<file path="config.mk">
export PLATFORM = sky130hd
export DESIGN_NAME = mem_copy_engine_flat
export DESIGN_NICKNAME = d
export VERILOG_FILES = /design/src/rtl/mem_copy_engine_if.sv /design/src/rtl/mem_copy_engine.sv /design/src/flat_wrapper.sv
export SDC_FILE = /design/constraint.sdc
export NUM_CORES = 1
export LEC_CHECK = 0
export ABC_AREA = 1
export CORE_MARGIN = 8
export CORE_UTILIZATION = 30
export DETAILED_ROUTE_END_ITERATION = 8
export GPL_ROUTABILITY_DRIVEN = 0
export PLACE_DENSITY = 0.58
export SYNTH_ARGS = -nofsm -noshare
export SYNTH_HDL_FRONTEND = slang
export SYNTH_SLANG_ARGS = --single-unit
</file>
<file path="constraint.sdc">
create_clock -name clk -period 2.2 [get_ports clk]
set_input_delay 0.66 -clock clk [delete_from_list [all_inputs] [get_ports clk]]
set_output_delay 0.66 -clock clk [all_outputs]
set_load 0.005 [all_outputs]
</file>
<file path="src/rtl/mem_copy_engine_if.sv">
// Interface bundling the mem_copy_engine command handshake and its memory bus.
// The engine uses the master modport (it initiates memory accesses); the host/memory
// side uses slave. Optional MEM_COPY_FILL_EN adds the fill_mode/fill_value request fields.
interface mem_copy_engine_if #(
  parameter int unsigned ADDR_WIDTH = 8,
  parameter int unsigned DATA_WIDTH = 8
);
  // Command side
  logic                  start;
  logic [ADDR_WIDTH-1:0] src_addr;
  logic [ADDR_WIDTH-1:0] dst_addr;
  logic [ADDR_WIDTH-1:0] length;
`ifdef MEM_COPY_FILL_EN
  logic                  fill_mode;
  logic [DATA_WIDTH-1:0] fill_value;
`endif
  logic                  busy;
  logic                  done;
  // Memory side
  logic [ADDR_WIDTH-1:0] mem_addr;
  logic [DATA_WIDTH-1:0] mem_wdata;
  logic                  mem_we;
  logic [DATA_WIDTH-1:0] mem_rdata;

  modport master (
    input  start, src_addr, dst_addr, length, mem_rdata,
`ifdef MEM_COPY_FILL_EN
    input  fill_mode, fill_value,
`endif
    output busy, done, mem_addr, mem_wdata, mem_we
  );

  modport slave (
    output start, src_addr, dst_addr, length, mem_rdata,
`ifdef MEM_COPY_FILL_EN
    output fill_mode, fill_value,
`endif
    input  busy, done, mem_addr, mem_wdata, mem_we
  );
endinterface

</file>
<file path="src/rtl/mem_copy_engine.sv">
// Memory copy engine: copies length bytes from src_addr to dst_addr in ascending order,
// one READ cycle then one WRITE cycle per byte, pointers wrapping modulo 2^ADDR_WIDTH.
// Build option MEM_COPY_FILL_EN adds a fill mode that writes fill_value once per cycle.
// All outputs are registers; nothing is combinational from an input.
module mem_copy_engine #(
  parameter int unsigned ADDR_WIDTH = 8,
  parameter int unsigned DATA_WIDTH = 8
) (
  input logic             clk,
  input logic             rst_n,
  mem_copy_engine_if.master io_bus
);

  typedef enum logic [1:0] {StIdle, StRead, StWrite, StDone} state_e;

  localparam logic [ADDR_WIDTH-1:0] AddrOne = {{(ADDR_WIDTH-1){1'b0}}, 1'b1};

  state_e                r_state;
  logic [ADDR_WIDTH-1:0] r_src;
  logic [ADDR_WIDTH-1:0] r_dst;
  logic [ADDR_WIDTH-1:0] r_cnt;
  logic [ADDR_WIDTH-1:0] r_mem_addr;
  logic [DATA_WIDTH-1:0] r_buf;
  logic                  r_busy;
  logic                  r_done;
  logic                  r_mem_we;
  logic                  r_fill;

  logic                  w_fill_req;
  logic [DATA_WIDTH-1:0] w_fill_val;

`ifdef MEM_COPY_FILL_EN
  assign w_fill_req = io_bus.fill_mode;
  assign w_fill_val = io_bus.fill_value;
`else
  assign w_fill_req = 1'b0;
  assign w_fill_val = '0;
`endif

  // Transfer FSM; outputs are computed for the state being entered so they stay registered.
  always_ff @(posedge clk or negedge rst_n) begin
    if (!rst_n) begin
      r_state    <= StIdle;
      r_src      <= '0;
      r_dst      <= '0;
      r_cnt      <= '0;
      r_mem_addr <= '0;
      r_buf      <= '0;
      r_busy     <= 1'b0;
      r_done     <= 1'b0;
      r_mem_we   <= 1'b0;
      r_fill     <= 1'b0;
    end else begin
      r_done <= 1'b0;
      unique case (r_state)
        StIdle: begin
          if (io_bus.start) begin
            r_src  <= io_bus.src_addr;
            r_dst  <= io_bus.dst_addr;
            r_cnt  <= io_bus.length;
            r_fill <= w_fill_req;
            if (w_fill_req) begin
              r_buf <= w_fill_val;
            end
            if (io_bus.length == '0) begin
              r_state <= StDone;
              r_done  <= 1'b1;
            end else if (w_fill_req) begin
              r_state    <= StWrite;
              r_busy     <= 1'b1;
              r_mem_addr <= io_bus.dst_addr;
              r_mem_we   <= 1'b1;
            end else begin
              r_state    <= StRead;
              r_busy     <= 1'b1;
              r_mem_addr <= io_bus.src_addr;
            end
          end
        end
        StRead: begin
          r_buf      <= io_bus.mem_rdata;
          r_state    <= StWrite;
          r_mem_addr <= r_dst;
          r_mem_we   <= 1'b1;
        end
        StWrite: begin
          r_src <= r_src + AddrOne;
          r_dst <= r_dst + AddrOne;
          r_cnt <= r_cnt - AddrOne;
          if (r_cnt == AddrOne) begin
            r_state    <= StDone;
            r_busy     <= 1'b0;
            r_done     <= 1'b1;
            r_mem_we   <= 1'b0;
            r_mem_addr <= '0;
          end else if (r_fill) begin
            // Fill streams one byte per cycle without a READ.
            r_mem_addr <= r_dst + AddrOne;
          end else begin
            r_state    <= StRead;
            r_mem_we   <= 1'b0;
            r_mem_addr <= r_src + AddrOne;
          end
        end
        StDone: begin
          r_state <= StIdle;
        end
        default: begin
          r_state <= StIdle;
        end
      endcase
    end
  end

  assign io_bus.busy      = r_busy;
  assign io_bus.done      = r_done;
  assign io_bus.mem_addr  = r_mem_addr;
  assign io_bus.mem_wdata = r_buf;
  assign io_bus.mem_we    = r_mem_we;

endmodule
</file>
<file path="src/flat_wrapper.sv">
// flat-port wrapper written by rule: the top's interface ports become plain ports
module mem_copy_engine_flat 
#(
  parameter int unsigned ADDR_WIDTH = 8,
  parameter int unsigned DATA_WIDTH = 8
)
  (clk, rst_n, io_bus_start, io_bus_src_addr, io_bus_dst_addr, io_bus_length, io_bus_mem_rdata, io_bus_busy, io_bus_done, io_bus_mem_addr, io_bus_mem_wdata, io_bus_mem_we);
  mem_copy_engine_if #(.ADDR_WIDTH(ADDR_WIDTH), .DATA_WIDTH(DATA_WIDTH)) io_bus_i ();
  input logic clk;
  input logic rst_n;
  input wire logic [$bits(io_bus_i.start)-1:0] io_bus_start;
  input wire logic [$bits(io_bus_i.src_addr)-1:0] io_bus_src_addr;
  input wire logic [$bits(io_bus_i.dst_addr)-1:0] io_bus_dst_addr;
  input wire logic [$bits(io_bus_i.length)-1:0] io_bus_length;
  input wire logic [$bits(io_bus_i.mem_rdata)-1:0] io_bus_mem_rdata;
  output wire logic [$bits(io_bus_i.busy)-1:0] io_bus_busy;
  output wire logic [$bits(io_bus_i.done)-1:0] io_bus_done;
  output wire logic [$bits(io_bus_i.mem_addr)-1:0] io_bus_mem_addr;
  output wire logic [$bits(io_bus_i.mem_wdata)-1:0] io_bus_mem_wdata;
  output wire logic [$bits(io_bus_i.mem_we)-1:0] io_bus_mem_we;
  assign io_bus_i.start = io_bus_start;
  assign io_bus_i.src_addr = io_bus_src_addr;
  assign io_bus_i.dst_addr = io_bus_dst_addr;
  assign io_bus_i.length = io_bus_length;
  assign io_bus_i.mem_rdata = io_bus_mem_rdata;
  assign io_bus_busy = io_bus_i.busy;
  assign io_bus_done = io_bus_i.done;
  assign io_bus_mem_addr = io_bus_i.mem_addr;
  assign io_bus_mem_wdata = io_bus_i.mem_wdata;
  assign io_bus_mem_we = io_bus_i.mem_we;
  mem_copy_engine #(.ADDR_WIDTH(ADDR_WIDTH), .DATA_WIDTH(DATA_WIDTH)) u_core (.clk(clk), .rst_n(rst_n), .io_bus(io_bus_i));
endmodule
</file>
Yosys cells after proc, flatten, opt, wreduce, memory -nomap -nowiden
Cells that the tools add are included.
{"block": "op_classes", "addsub": 3, "eq_ne": 7, "mux": 23, "n_reduce_logical": 8}
{"cell": "$mux W8", "count": 6}
{"cell": "$pmux W8 S2", "count": 3}
{"cell": "$pmux W8 S3", "count": 1}
{"cell": "$add A8 B1 Y8 const B", "count": 2}
{"cell": "$eq A8 B1 Y1 const B", "count": 1}
{"cell": "$logic_not A8 Y1", "count": 1}
{"cell": "$pmux W2 S4", "count": 1}
{"cell": "$sub A8 B1 Y8 const B", "count": 1}
{"cell": "$mux W1", "count": 6}
{"cell": "$mux W2", "count": 3}
{"cell": "$pmux W1 S2", "count": 3}
{"cell": "$eq A2 B2 Y1 const B", "count": 2}
{"cell": "$ne A2 B2 Y1 const B", "count": 2}
{"cell": "$reduce_and A4 Y1", "count": 1}
{"cell": "$reduce_bool A2 Y1", "count": 2}
{"cell": "$reduce_and A3 Y1", "count": 1}
{"cell": "$reduce_bool A3 Y1", "count": 1}
{"cell": "$eq A2 B1 Y1 const B", "count": 1}
{"cell": "$logic_not A2 Y1", "count": 1}
{"cell": "$ne A2 B1 Y1 const B", "count": 1}
{"cell": "$reduce_and A2 Y1", "count": 1}
{"block": "totals", "reg_bits": 45, "out_inout_bits": 19, "word_cells": 50}

Longest topological paths before layout
{"block": "depth", "depth_word": 4, "depth_mapped": 10, "mapped_depth_nobuf": 9}

Worst setup path after synthesis
OpenSTA, ideal clock, no wires.
{"block": "synth_path", "path_kind": "register to register", "from": "reg u_core.r_state[0]", "to": "reg u_core.r_busy, in the netlist u_core.io_bus.busy", "setup_time_ns": 0.123, "arrival_time_ns": 1.411, "t_required_ns": 2.077, "slack_ns": 0.666, "path_stages_with_launch": 11, "period_less_slack_ns": 1.534, "cell_sequence": "dfrtp_1 -> inv_1 -> ha_1 -> buf_6 -> o21ai_4 -> inv_4 -> buf_6 -> nand2_2 -> nor2_1 -> nand2_1 -> nand2_1"}
{"block": "synth_between", "elab_chain_cells": 3, "word_cells_on_any_way": 8}
{"item": "start: declaration", "line": "mem_copy_engine.sv:18", "source": "state_e r_state;"}
{"item": "start signal: assignment", "line": "mem_copy_engine.sv:43", "source": "r_state <= StIdle;"}
{"item": "start signal: assignment", "line": "mem_copy_engine.sv:66", "source": "r_state <= StDone;"}
{"item": "start signal: assignment", "line": "mem_copy_engine.sv:69", "source": "r_state <= StWrite;"}
{"item": "$eq A2 B2 Y1 / $logic_not A2 Y1 (equally long branches)", "line": "mem_copy_engine.sv:55", "source": "unique case (r_state)"}
{"item": "$ne A2 B1 Y1 (no source line), or another cell as far along"}
{"item": "$reduce_and A4 Y1 (no source line)"}
{"item": "end signal: assignment", "line": "mem_copy_engine.sv:49", "source": "r_busy <= 1'b0;"}
{"item": "end signal: assignment", "line": "mem_copy_engine.sv:70", "source": "r_busy <= 1'b1;"}
{"item": "end signal: assignment", "line": "mem_copy_engine.sv:75", "source": "r_busy <= 1'b1;"}
{"item": "end: declaration", "line": "mem_copy_engine.sv:24", "source": "logic r_busy;"}
Several ways; a longest one is shown, not always the timed one.
A chain may end at the register's enable or synchronous reset.

Worst setup path in the final report
{"block": "layout_path", "from": "reg u_core.r_state[0]", "to": "reg u_core.r_mem_addr[4], in the netlist u_core.io_bus.mem_addr[4]"}
{"block": "layout_between", "elab_chain_cells": 3, "word_cells_on_any_way": 8}
{"item": "$eq A2 B1 Y1, or another cell as far along", "line": "mem_copy_engine.sv:55"}
{"item": "$reduce_bool A3 Y1 (no source line) / $ne A2 B2 Y1 (equally long branches)"}
{"item": "$reduce_and A3 Y1 (no source line)"}
{"item": "end signal: assignment", "line": "mem_copy_engine.sv:71", "source": "r_mem_addr <= io_bus.dst_addr;"}
{"item": "end signal: assignment", "line": "mem_copy_engine.sv:76", "source": "r_mem_addr <= io_bus.src_addr;"}
{"item": "end signal: assignment", "line": "mem_copy_engine.sv:83", "source": "r_mem_addr <= r_dst;"}
{"item": "end: declaration", "line": "mem_copy_engine.sv:22", "source": "logic [ADDR_WIDTH-1:0] r_mem_addr;"}
Several ways; a longest one is shown, not always the timed one.

==> impl_metrics.ini <==
[run_status]
run_status = finished, final reports clean

[power_and_ir_drop]
cellLeakagePower_uw = 0.00162
p_clk_share_pct = 10.7
p_seq_share_pct = 31.1
power_switching_uw = 2350
p_per_area_mw_per_mm2 = 1480
p_sw_share_pct = 46.4
comb_power_share_pct = 58.2
total_power_uw = 5070
p_int_uw = 2720
ir_worst_vdd_uv = 577

[logic_synthesis]
ys_ff_latch = 45
syn_area_mm2 = 0.00268
synthesis.nets = 426
ys_async_sr_fraction_pct = 100
synth-edff-count = 0
ys_types = 27
synth_commonest_cells = 127 x nand2_1, 57 x nor2_1, 45 x dfrtp_1, 35 x inv_1, 33 x o21ai_0
yosysTopAreaCell = dfrtp_1
synth_cells = 382
yosys_most_used_dff = dfrtp_1
synth_most_common_cell = nand2_1
yosysWarnings = 0
yosys-top-cells-area = dfrtp_1 42%, nand2_1 18%, nor2_1 8.0%
synth-seq-area-share_pct = 42.0
synth.avg_cell_area_um2 = 7.02
synth_top_area_share_pct = 42.0

[cts]
post_cts_buffers = 0
clk_latency_ps = 300
cts_inserted_buffers = 5
clk_path_buf_depth = 2
tritoncts = yes
htreeDepth = 2
path_clk_slew_ps = 90
ctsResizeCount = 0
holdBufCountCts = 0
cts_root_buf = clkbuf_8
cts.sinks = 45

[sta]
clock_skew_ps = 9.06
slew_headroom_pct = 58.8
final_hold_viol_count = 0
period_needed_ps = 1870
clock.fmax_mhz = 535
setup_violations = 0
grt_setup_unrepaired = false
worst_pin_slew_ps = 618
final.period_utilization_pct = 85.0
fin_ws_ps = 329
slew_violations = 0
tns_ps = 0

[setup_path]
critPathArrivalTime_ps = 2120
critPathKind = flip-flop to flip-flop
r2r_slack_ps = 330
worstRegToRegCells = 8
critPathCaptureType = flip-flop
worst-path-max-fanout = 8
start_kind = flip-flop
worstPathRequired_ps = 2450

[route]
firstDrtPassIters = 4
vias = 2536
drtIter0Drc = 120
drc_errors = 0
wire_per_inst_um = 13.2
drt_wl_total_um = 7230
vias_per_cell = 4.63
postRouteAntennaNets = 0

[floorplan]
coreArea_mm2 = 0.00868
dieArea_mm2 = 0.0122
ios = 54
die_h_um = 111
num_rows = 34
die_w_um = 111
start_util_pct = 30.9

[final_layout]
drive_above_1_share_pct = 6.36
syn_to_final_growth_pct = 27.8
fin_util_pct = 39.5
num_antenna_cells = 0
nets = 483
fin_area_mm2 = 0.00343

[global_routing]
gr-total-overflow = 0
grt_pass1_vias = 2521
grtUsageTotal_pct = 12.1
grt_max_degree = 28
antenna_found_initial = 0
grt_pass1_wl_um = 12400

[placement]
dpl_cell_area_mm2 = 0.00333
port_buffers = 53
dp_slack_ps = 15.5
hpwl_um = 5620

[run]
cap_violations = 0

[worst_hold_path]
hold_path.class = input pin to asynchronous set/reset pin
power by group through the flow:
stage / combinational [uW] / sequential (uW) / clock [uW]
final: 2950 / 1580 / 542
after global routing: 3410 / 1640 / 590
after CTS: 2990 / 1580 / 567
after detailed placement: 2990 / 1590 / 0
after global placement: 2950 / 1580 / 0
after floorplan: 2060 / 1530 / 0
per-stage QoR:
step,hold slack [ps],instances
after detailed placement,462,540
after CTS,376,548
after floorplan,364,382
after global placement,453,540
after global routing,410,548
final,360,548
routing by layer:
metal / vias to the layer above / global-route usage, % / share of wire [%]
li1: 1323 / - / -
met1: 1142 / 14.8 / 46
met2: 61 / 20.2 / 47
met3: 10 / 3.03 / 5.2
met4: 0 / 3.96 / 1.8
met5: - / 0 / 0
worst max-delay path, stage by stage (launching register included):
cell and delay (ps):
dfrtp_1 410, inv_1 120, ha_1 300, inv_1 210, nor2_1 460, nand2_1 120, nand2_1 100, nand2_1 50
nand2_1 50
logic make-up (layout without fill, tap and decap cells):
family	count (synthesis)	count (layout)	synth area share [%]
and+or+nand+nor	207	207	30.4
xor gates and xnor gates	2	2	0.654
buffers and inverters	51	109	8.68
DFF	45	45	42.0
adders and majority gates	9	9	4.20
AOI/OAI and AO/OA	68	68	14.0
layout by cell type, fill, tap and decap left out, types with 4 or more instances in the layout:
cell type          n
nand2_1          127
nor2_1            57
clkdlybuf4s50_1   52
dfrtp_1           45
inv_1             35
o21ai_0           33
a21oi_1           22
nand3_1           15
buf_4             11
ha_1               9
clkbuf_8           5
o22ai_1            4
path summary, 6_finish.rpt:
kind,end,from
setup / recovery,u_core.io_bus.mem_addr[4]$_DFFE_PN0P_,u_core.r_state[0]$_DFFE_PN0P_
min in group clk,u_core.io_bus.mem_wdata[1]$_DFFE_PN0N_,u_core.io_bus.mem_wdata[1]$_DFFE_PN0N_
max in group asynchronous,u_core.io_bus.busy$_DFFE_PN0P_,rst_n
setup reg to reg,u_core.io_bus.mem_addr[4]$_DFFE_PN0P_,u_core.r_state[0]$_DFFE_PN0P_
hold reg to reg,u_core.io_bus.mem_wdata[1]$_DFFE_PN0N_,u_core.io_bus.mem_wdata[1]$_DFFE_PN0N_
hold / removal,u_core.r_cnt[3]$_DFFE_PN0P_,rst_n
layout make-up:
type,count,area (um2)
Clock buffer,5,68.8
Clock inverter,3,25.0
Fill cell,908,5250
Inverter,37,141
Multi-Input combinational cell,286,1320
Sequential cell,45,1130
Tap cell,108,135
Timing Repair Buffer,64,608
registers in the layout (all words and copies together), names as in the netlist:
register / cells
u_core.io_bus.mem_addr: 8
u_core.io_bus.mem_wdata: 8
u_core.r_cnt: 8
u_core.r_dst: 8
u_core.r_src: 8
u_core.r_state: 2
u_core.io_bus.busy: 1
u_core.io_bus.done: 1
u_core.io_bus.mem_we: 1
(Power assumes the default switching activity.)
